===== config.mk =====
export PLATFORM = sky130hd
export DESIGN_NAME = pc_sequencer
export DESIGN_NICKNAME = d
export VERILOG_FILES = /design/src/rtl/pc_sequencer.sv
export SDC_FILE = /design/constraint.sdc
export NUM_CORES = 1
export LEC_CHECK = 0
export ABC_AREA = 1
export CORE_MARGIN = 2
export CORE_UTILIZATION = 39
export CTS_CLUSTER_SIZE = 25
export DETAILED_ROUTE_END_ITERATION = 6
export PLACE_DENSITY = 0.81
export RECOVER_POWER = 25
export SLEW_MARGIN = 20
export SYNTH_ARGS = -nofsm -noshare
export SYNTH_HDL_FRONTEND = slang
export SYNTH_SLANG_ARGS = --single-unit

===== constraint.sdc =====
create_clock -name clk -period 1.7 [get_ports clk]
set_input_delay 0.17 -clock clk [delete_from_list [all_inputs] [get_ports clk]]
set_output_delay 0.17 -clock clk [all_outputs]
set_load 0.01 [all_outputs]

===== src/rtl/pc_sequencer.sv =====
// pc_sequencer: 6502 fetch sequencer.
// It fetches the reset vector, then each opcode and its operand bytes.
// It steers the program counter through ps/pc_in, resolves JMP abs itself,
// and presents complete instructions to the execute stage.

package pc_sequencer_pkg;
  typedef logic [15:0] addr_t;
  typedef enum logic [1:0] {
    PS_HOLD = 2'd0,
    PS_INC  = 2'd1,
    PS_ABS  = 2'd2
  } ps_t;
endpackage

module pc_sequencer
  import pc_sequencer_pkg::*;
#(
  parameter addr_t      RESET_VEC  = 16'hFFFC,
  parameter logic [7:0] JMP_ABS_OP = 8'h4C
) (
  input  logic        clk,
  input  logic        rst,
  input  addr_t       pc,
  input  logic [7:0]  din,
  input  logic        mem_wait,
  input  logic [1:0]  op_len,
  input  logic        exec_done,
  input  logic        br_take,
  input  addr_t       br_target,
  output ps_t         ps,
  output addr_t       pc_in,
  output logic [15:0] addr,
  output logic [7:0]  opcode,
  output logic [15:0] operand,
  output logic        instr_valid
);

  typedef enum logic [2:0] {
    S_VEC_LO = 3'd0,
    S_VEC_HI = 3'd1,
    S_FETCH  = 3'd2,
    S_DECODE = 3'd3,
    S_OPER1  = 3'd4,
    S_OPER2  = 3'd5,
    S_EXEC   = 3'd6
  } state_t;

  state_t      r_state;
  state_t      w_state_nxt;
  logic [7:0]  r_opcode;
  logic [7:0]  w_opcode_nxt;
  logic [15:0] r_operand;
  logic [15:0] w_operand_nxt;
  logic [7:0]  r_vec_lo;
  logic [7:0]  w_vec_lo_nxt;
  logic [1:0]  w_len;
  ps_t         w_ps;
  addr_t       w_pc_in;
  logic [15:0] w_addr;
  logic        w_instr_valid;

  // An illegal operand count of 3 is treated as no operand bytes.
  assign w_len = (op_len == 2'd3) ? 2'd0 : op_len;

  // State, opcode/operand/vector registers; reset discards any partial fetch.
  always_ff @(posedge clk) begin
    if (rst) begin
      r_state   <= S_VEC_LO;
      r_opcode  <= 8'h00;
      r_operand <= 16'h0000;
      r_vec_lo  <= 8'h00;
    end else begin
      r_state   <= w_state_nxt;
      r_opcode  <= w_opcode_nxt;
      r_operand <= w_operand_nxt;
      r_vec_lo  <= w_vec_lo_nxt;
    end
  end

  // Next state, register loads and combinational PC/memory controls.
  always_comb begin
    w_state_nxt   = r_state;
    w_opcode_nxt  = r_opcode;
    w_operand_nxt = r_operand;
    w_vec_lo_nxt  = r_vec_lo;
    w_ps          = PS_HOLD;
    w_pc_in       = 16'h0000;
    w_addr        = pc;
    w_instr_valid = 1'b0;

    case (r_state)
      S_VEC_LO: begin
        w_addr = RESET_VEC;
        if (!mem_wait) begin
          w_vec_lo_nxt = din;
          w_state_nxt  = S_VEC_HI;
        end
      end
      S_VEC_HI: begin
        w_addr = RESET_VEC + 16'd1;
        if (!mem_wait) begin
          w_ps        = PS_ABS;
          w_pc_in     = {din, r_vec_lo};
          w_state_nxt = S_FETCH;
        end
      end
      S_FETCH: begin
        if (!mem_wait) begin
          w_ps          = PS_INC;
          w_opcode_nxt  = din;
          w_operand_nxt = 16'h0000;
          w_state_nxt   = S_DECODE;
        end
      end
      S_DECODE: begin
        w_state_nxt = (w_len == 2'd0) ? S_EXEC : S_OPER1;
      end
      S_OPER1: begin
        if (!mem_wait) begin
          w_ps               = PS_INC;
          w_operand_nxt[7:0] = din;
          w_state_nxt        = (w_len == 2'd2) ? S_OPER2 : S_EXEC;
        end
      end
      S_OPER2: begin
        if (!mem_wait) begin
          w_operand_nxt[15:8] = din;
          if (r_opcode == JMP_ABS_OP) begin
            w_ps        = PS_ABS;
            w_pc_in     = {din, r_operand[7:0]};
            w_state_nxt = S_FETCH;
          end else begin
            w_ps        = PS_INC;
            w_state_nxt = S_EXEC;
          end
        end
      end
      S_EXEC: begin
        w_instr_valid = 1'b1;
        if (exec_done) begin
          w_state_nxt = S_FETCH;
          if (br_take) begin
            w_ps    = PS_ABS;
            w_pc_in = br_target;
          end
        end
      end
      default: begin
        w_state_nxt = S_VEC_LO;
      end
    endcase

    // Reset wins: the PC must not step or load on the reset edge.
    if (rst) begin
      w_ps    = PS_HOLD;
      w_pc_in = 16'h0000;
    end
  end

  assign ps          = w_ps;
  assign pc_in       = w_pc_in;
  assign addr        = w_addr;
  assign instr_valid = w_instr_valid;
  assign opcode      = r_opcode;
  assign operand     = r_operand;

endmodule


## After elaboration in Yosys (flattened, before gate mapping)

Index checks and enable logic that the tools add are counted.

| operators by class | value |
|---|---|
| equal/unequal tests | 15 |
| multiplexer cells | 32 |
| reduce and logical (&&, ||, !) cells | 10 |
| bitwise logic cells | 1 |

Operator list:

| cell | number |
|---|---|
| $mux 16 | 7 |
| $pmux 16 s3 | 1 |
| $pmux 16 s2 | 1 |
| $pmux 8 s2 | 2 |
| $mux 3 | 7 |
| $pmux 3 s7 | 1 |
| $mux 2 | 9 |
| $ne 2x2->1 const B | 6 |
| $eq 3x3->1 const B | 3 |
| $eq 8x7->1 const B | 1 |
| $mux 8 | 1 |
| $pmux 2 s4 | 1 |
| $eq 3x2->1 const B | 2 |
| $reduce_and 3->1 | 2 |
| $reduce_and 6->1 | 1 |
| $eq 2x2->1 const B | 2 |
| $reduce_and 2->1 | 2 |
| $reduce_bool 2->1 | 2 |
| $eq 3x1->1 const B | 1 |
| $logic_not 3->1 | 1 |
| $logic_not 2->1 | 1 |
| $mux 1 | 2 |
| $reduce_or 2->1 | 1 |
| $not 1->1 | 1 |

| storage, ports and cells | value |
|---|---|
| output and inout bits | 59 |
| register bits | 35 |
| word-level logic and storage cells | 63 |
| input port bits | 47 |

## Depth between registers and ports, before layout

Gate-level depths: netlist of the first run.

| logic depth | value |
|---|---|
| depth in word-level cells | 6 |
| gate-level depth with buffers | 8 |

## Worst setup path after synthesis of the first run

OpenSTA, ideal clock, no wires.

| timing | value |
|---|---|
| path kind | register -> output |
| start | register r_state[2] |
| end | output pc_in[0] |
| arrival time | 1298 ps |
| required time | 1530 ps |
| setup slack | 232 ps |
| cell stages (with the launch flop) | 8 |
| cell sequence | dfxtp_1 buf_4 inv_2 nor3_4 nand2_4 inv_2 nand2_1 a21oi_1 |

| on the way | value |
|---|---|
| cells in the longest elaborated chain, start to end | 3 |
| elaborated cells between the ends (all ways) | 5 |
| classes of those cells | eq/ne: 3; mux: 2 |

Ends and longest elaborated chain:

| item | RTL line | text |
|---|---|---|
| start: declaration | 48 | `state_t r_state;` |
| start signal: assignment | 73 | `r_state <= w_state_nxt;` |
| $eq 3x3->1 or $eq 3x1->1 (tied branches) | 91 | `case (r_state)` |
| $pmux 16 s3 * | 91 |  |
| $mux 16 * | 154 | `if (rst) begin` |
| end: declaration | 31 | `output addr_t pc_in,` |

Mark *: on every way between the ends. The rest lies on a longest branch, timed or not.

## Worst setup path after layout of the first run

| timing | value |
|---|---|
| start | register r_state[1] |
| end | output pc_in[10] |

The elaborated chain is that of the path after synthesis.

==> run_results.csv, run 1 <==
group,metric,value,unit
global_routing,gr-total-overflow,0,
logic_synthesis,synth_top_area_frac,0.3701,
timing,relSlewSlack,0.6336,
detailed_routing,num_vias,2645,
logic_synthesis,synth_warnings,0,
timing,finalHoldViolCount,0,
detailed_routing,wl_per_cell,15.99,microns
pwr,powerDensity,667.1,mW/mm^2
timing,finalCriticalPeriod,1834,ps
critical_path,worst-endpoint-arrival,1660,ps
cts,ctsHoldBuffers,0,
critical_path,slowest_stage,"dfxtp_4",
critical_path,crit_required,1530,ps
critical_path,cp-end-kind,"output pin",
global_routing,antenna_found_initial,0,
cts,path_clk_slew,80,ps
detailed_routing,ant_nets,0,
die,rows,25,
timing,worstMarginPinSlew,543.9,ps
logic_synthesis,synth-seq-cells,35,
placed_design,port_buffers,105,
die,core-area,0.004692,sq mm
timing,max_freq,0.5453,GHz
finish,nets,494,
die,fp.dieW,73.67,microns
logic_synthesis,synth_fp_nets,338,
critical_path,startpoint_type,"register",
logic_synthesis,synthFlopType,"dfxtp_1",
detailed_routing,viasPerCell,5.279,
timing,finalCritPeriodShare,1.079,
logic_synthesis,yosysSeqAreaShare,0.3701,
critical_path,cpMostUsedCell,"nand2_4",
logic_synthesis,syn-cell-area,0.001893,sq mm
run_status,violations,"setup timing",
placed_design,gp_congestion,0.8823,
logic_synthesis,synth_cell_type_count,21,
finish,diodes,0,
die,die-area,0.005427,sq mm
logic_synthesis,yosysMostFrequentCell,"nand2_1",
cts,cts_buffers,5,
critical_path,slowest_delay,360,ps
placed_design,dp_hpwl,5.270,mm
run_status,status,"finished, violations left",
die,io_pins,106,
detailed_routing,drtIter0Drc,190,
critical_path,crit_chain,"inv_2, nand2_4, nor3_4, nand2_4, buf_12, nand2_8, nand2_2, a21oi_2, buf_2",
global_routing,grt_pass1_wl,11.53,mm
timing,setup_viol,27,
placed_design,pre_cts_ws,-387.0,ps
global_routing,grt_start_max_net_pins,18,
logic_synthesis,synth_edf_count,0,
run,maxCapViolCount,0,
pwr,peakVddDrop,0.0005094,V
timing,skew,6.000,ps
detailed_routing,first_pass_iters,7,
finish,nFillCells,321,
detailed_routing,wl,8.010,mm
timing,fin_ws,-133.8,ps
detailed_routing,drc,0,
global_routing,grt_util_all_layers,0.2849,
timing,rsz0062_at_grt,"yes",
critical_path,crit_buf_inv,3,
cts,root_buffer,"clkbuf_8",
timing,slew_viol_final,0,
finish,design_area,0.003661,sq mm
cts,clock-sinks,35,
logic_synthesis,yosysTopAreaCell,"dfxtp_1",
logic_synthesis,synth_cells,290,
finish,synthToLayoutAreaGrowth,93.39,%
cts,cts_max_path_buffers,2,
logic_synthesis,synthArstFlopShare,0,
finish,multiInputGateArea,0.001196,sq mm
finish,seqCellArea,710.7,sq um
cts,cts.htree.levels,2,
critical_path,cp_top_family,"simple AND/OR/NAND/NOR gates",
die,die_y,73.67,microns
min_path,hold_class,"register to register",
finish,drive_above_1_share,0.3490,
global_routing,grt_pass1_vias,2535,
critical_path,worstSetupPathType,"register to output pin",
logic_synthesis,avgSynthCellArea,6.528,sq um
cts,cts_tree,"done",
pwr,p_leak,1.610,nW
critical_path,path_max_fanout,4,
placed_design,dpl-instance-area,0.003257,sq mm
logic_synthesis,synth_common_cells,"nand2_1, a21oi_1, dfxtp_1",
cts,clk-insertion-delay-late,290,ps
die,start_util,0.4035,
logic_synthesis,synthTopCellsByArea,"dfxtp_1, nand2_1, a21oi_1",
-- layout make-up --
type	count	area share
Sequential cell	35	0.1941
Tap cell	54	0.01846
Inverter	31	0.03315
Multi-Input combinational cell	213	0.3267
Timing Repair Buffer	160	0.3903
Clock buffer	5	0.01880
Clock inverter	3	0.01846
-- cells in the final DEF (no fill, tap or decap), types with 3 or more instances in the layout --
cell and n:
inv_2 6, nand2_8 3, nand2_2 7, buf_6 13, clkdlybuf4s50_1 54, dlygate4sd3_1 15, dfxtp_1 31, nand2_1 66
clkbuf_8 5, buf_2 24, nand2_4 6, a21oi_2 9, inv_1 24, a22oi_1 8, nor2_2 4, buf_4 43
nand3_1 3, or2_2 11, o21ai_0 19, nor2_1 21, a21oi_1 42, nor2_4 5, buf_12 4
-- power by group --
part           total, W  internal (W)  switching [W]
Clock          0.000903      0.000585       0.000318
Combinational  0.000666      0.000350       0.000316
Sequential     0.000873      0.000854      0.0000190
-- metal layers --
metal / routed length [microns] / track usage / up-vias
met5: 0 / 0 / -
met4: 314 / 0.1515 / 0
met3: 861 / 0.07545 / 28
met2: 4028 / 0.5109 / 170
met1: 2805 / 0.3009 / 1205
li1: - / - / 1242
-- flip-flops by register name, indices dropped and copies added (netlist names) --
register and count:
operand 16, r_vec_lo 8, r_state 3, opcode 8
-- worst reg2reg max path, stage by stage, from the launching register on --
cell	delay [ps]
dfxtp_4	360
buf_6	110
buf_6	110
buf_4	130
nand3_1	90
nor2_2	60
buf_4	130
buf_4	140
nor2_2	130
buf_6	140
nand2_1	60
a21oi_2	130
-- path summary, 6_finish.rpt --
kind               start           to  slack (ps)  cells after the start
max           r_state[1]    pc_in[10]        -130                      9
min          r_vec_lo[2]  r_vec_lo[2]         460                      2
max reg2reg   r_state[1]  operand[11]          40                     11
min reg2reg  r_vec_lo[2]  r_vec_lo[2]         460                      2
-- cell families after synthesis --
kind of cell,after synthesis,share of synthesized area
and+or+nand+nor,131,0.3054
DFF,35,0.3701
buffers and inverters,43,0.09583
AOI/OAI and AO/OA,80,0.2221
adders and majority gates,1,0.006608
-- what timing repair did --
| action | 4_1_cts | 5_1_grt |
|---|---|---|
| gates cloned | 1 | 0 |
| setup endpoints to repair | 35 | 31 |
| buffers inserted | 11 | 6 |
| resized for setup | 163 | 38 |
| pin swaps | 5 | 13 |
-- stage by stage --
| stage | TNS [ps] | utilization | power, W | instances | hold WS [ps] |
|---|---|---|---|---|---|
| final | -1452 | 0.7803 | 0.002442 | 501 | 455.8 |
| after global routing | -3726 | 0.7803 | 0.002533 | 501 | 474.4 |
| after CTS | -959.3 | 0.7477 | 0.002377 | 495 | 458.5 |
| after detailed placement | -7637 | 0.6941 | 0.001449 | 475 | 444.3 |
| after global placement | -6681 | 0.6941 | 0.001436 | 475 | 437.6 |
| after floorplan | 0 | - | 0.001107 | 290 | 304.9 |
No activity file was read; power rests on OpenSTA's default activity.
==> run 2, diff against run 1 <==
- MAX_ROUTING_LAYER: default -> met4
==> run_results.csv, run 2 (synthesized netlist as in run 1, its figures left out) <==
group,metric,value,unit
critical_path,worst-endpoint-arrival,1650,ps
detailed_routing,wl_per_cell,15.57,microns
placed_design,dpl-instance-area,0.003264,sq mm
timing,finalHoldViolCount,0,
pwr,p_comb_frac,0.285,
finish,seqCellArea,715.7,sq um
timing,max_freq,0.5483,GHz
finish,final_cell_mix,"nand2_1, clkdlybuf4s50_1, a21oi_1, buf_4, dfxtp_1",
cts,cts_tree,"done",
finish,design_area,0.003654,sq mm
critical_path,crit_required,1530,ps
detailed_routing,first_pass_iters,6,
detailed_routing,num_vias,2626,
detailed_routing,drc,0,
global_routing,grt_util_all_layers,0.2864,
critical_path,cp-end-kind,"output pin",
finish,multiInputGateArea,0.001180,sq mm
timing,timing.setup.tns,-1188,ps
pwr,power_frac_clock,0.340,
timing,hold_slack,459.2,ps
die,die-area,0.005427,sq mm
min_path,hp-start,"r_vec_lo[4]",
global_routing,grt_busiest_layer,"met2",
critical_path,regToRegStartpoint,"r_state[1]",
global_routing,grt_pass1_vias,2393,
critical_path,worstSetupPathType,"register to output pin",
placed_design,pre_cts_ws,-399.1,ps
die,die_y,73.67,microns
timing,worstMarginPinSlew,646.3,ps
timing,finalCritPeriodShare,1.073,
pwr,p_sw,0.0006473,W
detailed_routing,wl,7.801,mm
critical_path,path_max_fanout,8,
timing,slew_viol_final,0,
global_routing,antenna_found_initial,0,
cts,ctsHoldBuffers,0,
detailed_routing,ant_nets,0,
die,rows,25,
cts,clk-insertion-delay-late,300,ps
timing,finalCriticalPeriod,1824,ps
cts,root_buffer,"clkbuf_8",
die,io_pins,106,
die,core-area,0.004692,sq mm
pwr,p_leak,1.573,nW
finish,nFillCells,328,
placed_design,port_buffers,105,
global_routing,use_met2,0.4960,
finish,synthToLayoutAreaGrowth,92.99,%
detailed_routing,viasPerCell,5.242,
critical_path,critPathLaunch,"r_state[1]",
finish,nets,494,
placed_design,gp_congestion,0.8850,
detailed_routing,drtIter0Drc,124,
cts,cts.htree.levels,2,
pwr,peakVddDrop,0.0004431,V
cts,clock-sinks,35,
global_routing,use_met3,0.04938,
critical_path,startpoint_type,"register",
run,maxCapViolCount,0,
pwr,p_int,0.001687,W
placed_design,dp_hpwl,5.238,mm
finish,drive_above_1_share,0.3333,
pwr,swShare,0.2773,
global_routing,grt_pass1_wl,11.34,mm
run_status,violations,"setup timing",
global_routing,use_met1,0.3271,
timing,setup_viol,16,
timing,fin_ws,-123.7,ps
cts,cts_buffers,5,
finish,final_common_cell,"nand2_1",
die,fp.dieW,73.67,microns
global_routing,gr-total-overflow,0,
min_path,hold_class,"register to register",
cts,path_clk_slew,70,ps
global_routing,grt_start_max_net_pins,18,
pwr,p_seq_frac,0.375,
finish,largest_reg_flops,16,
run_status,status,"finished, violations left",
timing,relSlewSlack,0.5646,
die,start_util,0.4035,
pwr,powerDensity,638.9,mW/mm^2
finish,diodes,0,
cts,cts_max_path_buffers,2,
timing,rsz0062_at_grt,"yes",
timing,skew,7.083,ps
run 2: worst paths after layout:
kind                                    end  slack [ps]  cells after the start
worst max-delay path               pc_in[7]        -120                      8
worst min-delay path            r_vec_lo[4]         460                      2
worst max register to register  r_vec_lo[0]           0                     10
worst min register to register  r_vec_lo[4]         460                      2
run 2: stage by stage:
stage | utilization | std cells | total power (W)
2_1_floorplan | - | 290 | 0.001107
3_3_place_gp | 0.6957 | 476 | 0.001438
3_5_place_dp | 0.6957 | 476 | 0.001448
4_1_cts | 0.7235 | 493 | 0.002243
5_1_grt | 0.7787 | 501 | 0.002428
6_report | 0.7787 | 501 | 0.002334
run 2: power by group through the flow:
stage	Clock, W	Combinational [W]	Sequential, W
5_1_grt	0.000836	0.000713	0.000879
6_report	0.000794	0.000664	0.000876
3_3_place_gp	0	0.000551	0.000887
3_5_place_dp	0	0.000560	0.000888
4_1_cts	0.000790	0.000580	0.000873
2_1_floorplan	0	0.000217	0.000890
run 2: layout make-up:
class / instances / share of cell area
repair buffers: 159 / 0.3959
inverters: 31 / 0.03459
flip-flops and latches: 35 / 0.1959
well taps: 54 / 0.01849
multi-input cells: 214 / 0.3229
clock buffers: 6 / 0.02260
clock inverters: 2 / 0.009589
run 2: critical path, stage by stage (launching register included):
cell and delay, ps:
dfxtp_4 370, inv_2 70, nand2_4 70, nor3_4 200, nand2_4 150, inv_6 120
nand2_1 80, a21oi_2 140, buf_2 150
run 2: layer usage:
layer	vias to the layer above	part of all wire
li1	1243	-
met1	1194	0.37
met2	163	0.50
met3	26	0.090
met4	0	0.036
met5	-	0
run 2: repair_timing:
item	in CTS	in global routing
setup endpoints to repair	35	36
pin swaps	9	17
gates resized for setup	155	62
cloned	2	1
buffers inserted	7	7
==> run 3, diff against run 2 <==
- PLACE_DENSITY: 0.81 -> 0.9
- SKIP_CTS_REPAIR_TIMING: default -> 1
- SLEW_MARGIN: 20 -> default
==> run_results.csv, run 3 (synthesized netlist as in run 1, its figures left out) <==
group,metric,value,unit
global_routing,antenna_found_initial,0,
critical_path,worstSetupPathType,"register to output pin",
cts,path_clk_slew,70,ps
critical_path,path_max_fanout,4,
timing,hold_slack,462.5,ps
critical_path,startpoint_type,"register",
pwr,peakVddDrop,0.0005522,V
finish,diodes,0,
timing,finalCriticalPeriod,1815,ps
die,io_pins,106,
finish,final_cell_mix,"nand2_1, clkdlybuf4s50_1, buf_4, a21oi_1, dfxtp_1",
pwr,powerDensity,607.7,mW/mm^2
critical_path,crit_chain,"nor2_1, nand2_1, nor2_2, nor2_2, a21oi_1, dlymetal6s2s_1",
die,core-area,0.004692,sq mm
timing,rsz0062_at_grt,"yes",
finish,nFillCells,337,
die,fp.dieW,73.67,microns
die,start_util,0.4035,
die,die-area,0.005427,sq mm
detailed_routing,wl,7.568,mm
timing,skew,3.673,ps
timing,relSlewSlack,0.6738,
global_routing,grt_pass1_vias,2327,
timing,max_freq,0.5510,GHz
detailed_routing,ant_nets,0,
timing,finalCritPeriodShare,1.068,
run,maxCapViolCount,0,
finish,largest_reg_flops,16,
global_routing,grt_start_max_net_pins,18,
run_status,violations,"setup timing",
critical_path,worst-endpoint-arrival,1640,ps
die,rows,25,
detailed_routing,wl_per_cell,15.38,microns
global_routing,gr-total-overflow,0,
timing,fin_ws,-114.9,ps
critical_path,slowest_stage,"dfxtp_4",
placed_design,port_buffers,105,
cts,cts.htree.levels,2,
global_routing,grt_pass1_wl,10.45,mm
cts,cts_buffers,5,
timing,slew_viol_final,0,
timing,worstMarginPinSlew,484.2,ps
cts,clk-insertion-delay-late,290,ps
critical_path,cp-end-kind,"output pin",
run_status,status,"finished, violations left",
cts,root_buffer,"clkbuf_8",
finish,final_common_cell,"nand2_1",
min_path,hold_class,"register to register",
critical_path,crit_required,1530,ps
detailed_routing,drc,0,
finish,layoutNonFillerInstCount,492,
finish,nets,485,
placed_design,gp_congestion,0.8353,
placed_design,dpl-instance-area,0.003287,sq mm
detailed_routing,first_pass_iters,4,
finish,drive_above_1_share,0.3288,
placed_design,dp_hpwl,5.345,mm
timing,setup_viol,17,
critical_path,cpMostUsedCell,"nor2_2",
detailed_routing,viasPerCell,5.189,
global_routing,grt_util_all_layers,0.2607,
pwr,p_leak,1.640,nW
critical_path,slowest_delay,360,ps
finish,synthToLayoutAreaGrowth,88.63,%
detailed_routing,drtIter0Drc,128,
finish,design_area,0.003571,sq mm
placed_design,place_inst,479,
die,die_y,73.67,microns
cts,cts_max_path_buffers,2,
cts,cts_tree,"done",
detailed_routing,num_vias,2553,
cts,clock-sinks,35,
timing,finalHoldViolCount,0,
## run 3: cell types whose count changed in the layout (fill, tap and decap cells not counted), sizes merged, moves of 2 or more
cell | previous run | this run
dlygate4sd3 | 7 | 11
clkdlybuf4s50 | 63 | 58
dlygate4sd2 | 2 | 0
clkbuf | 11 | 13
dlymetal6s2s | 0 | 7
buf | 81 | 69
## run 3: worst paths after layout
kind                 endpoint  cells after the start         from  slack [ps]
setup reg to reg    opcode[0]                      8   r_state[2]         110
setup / recovery        ps[0]                      6   r_state[1]        -110
hold / removal    r_vec_lo[0]                      2  r_vec_lo[0]         460
hold reg to reg   r_vec_lo[0]                      2  r_vec_lo[0]         460
## run 3: area by class of cell
class	count	area [sq um]	area share
Clock buffer	8	100.1	0.02803
Inverter	31	133.9	0.03749
Multi-Input combinational cell	213	1202	0.3367
Sequential cell	35	710.7	0.1990
Tap cell	54	67.56	0.01892
Timing Repair Buffer	151	1356	0.3798
## run 3: per-stage QoR
step	total power [W]	setup WS [ps]	utilization	setup TNS, ps
2_1_floorplan	0.001107	232.1	-	0
3_3_place_gp	0.001434	-377.6	0.7005	-7051
3_5_place_dp	0.001449	-412.1	0.7005	-7625
4_1_cts	0.002097	-498.9	0.7219	-14030
5_1_grt	0.002253	-184.0	0.7611	-2937
6_report	0.002170	-114.9	0.7611	-1414
## run 3: metal layers
layer | share of wire | global-route usage | vias to the layer above
li1 | - | - | 1228
met1 | 0.38 | 0.2988 | 1178
met2 | 0.51 | 0.4435 | 128
met3 | 0.084 | 0.06173 | 19
met4 | 0.026 | 0.09091 | 0
met5 | 0 | - | -
## run 3: critical path: cells and delay by family (launching register included)
family                 cells  cell delay, ps
AND/OR/NAND/NOR            4             630
buffers and inverters      1             190
flip-flops                 1             360
AO/OA/AOI/OAI              1             180
## run 3: report_power, final
part / leakage, nW / switching, W / total, W / internal [W]
clock network: 0.0515 / 0.000297 / 0.000667 / 0.000370
logic: 1.30 / 0.000293 / 0.000631 / 0.000338
registers: 0.287 / 0.0000190 / 0.000873 / 0.000854
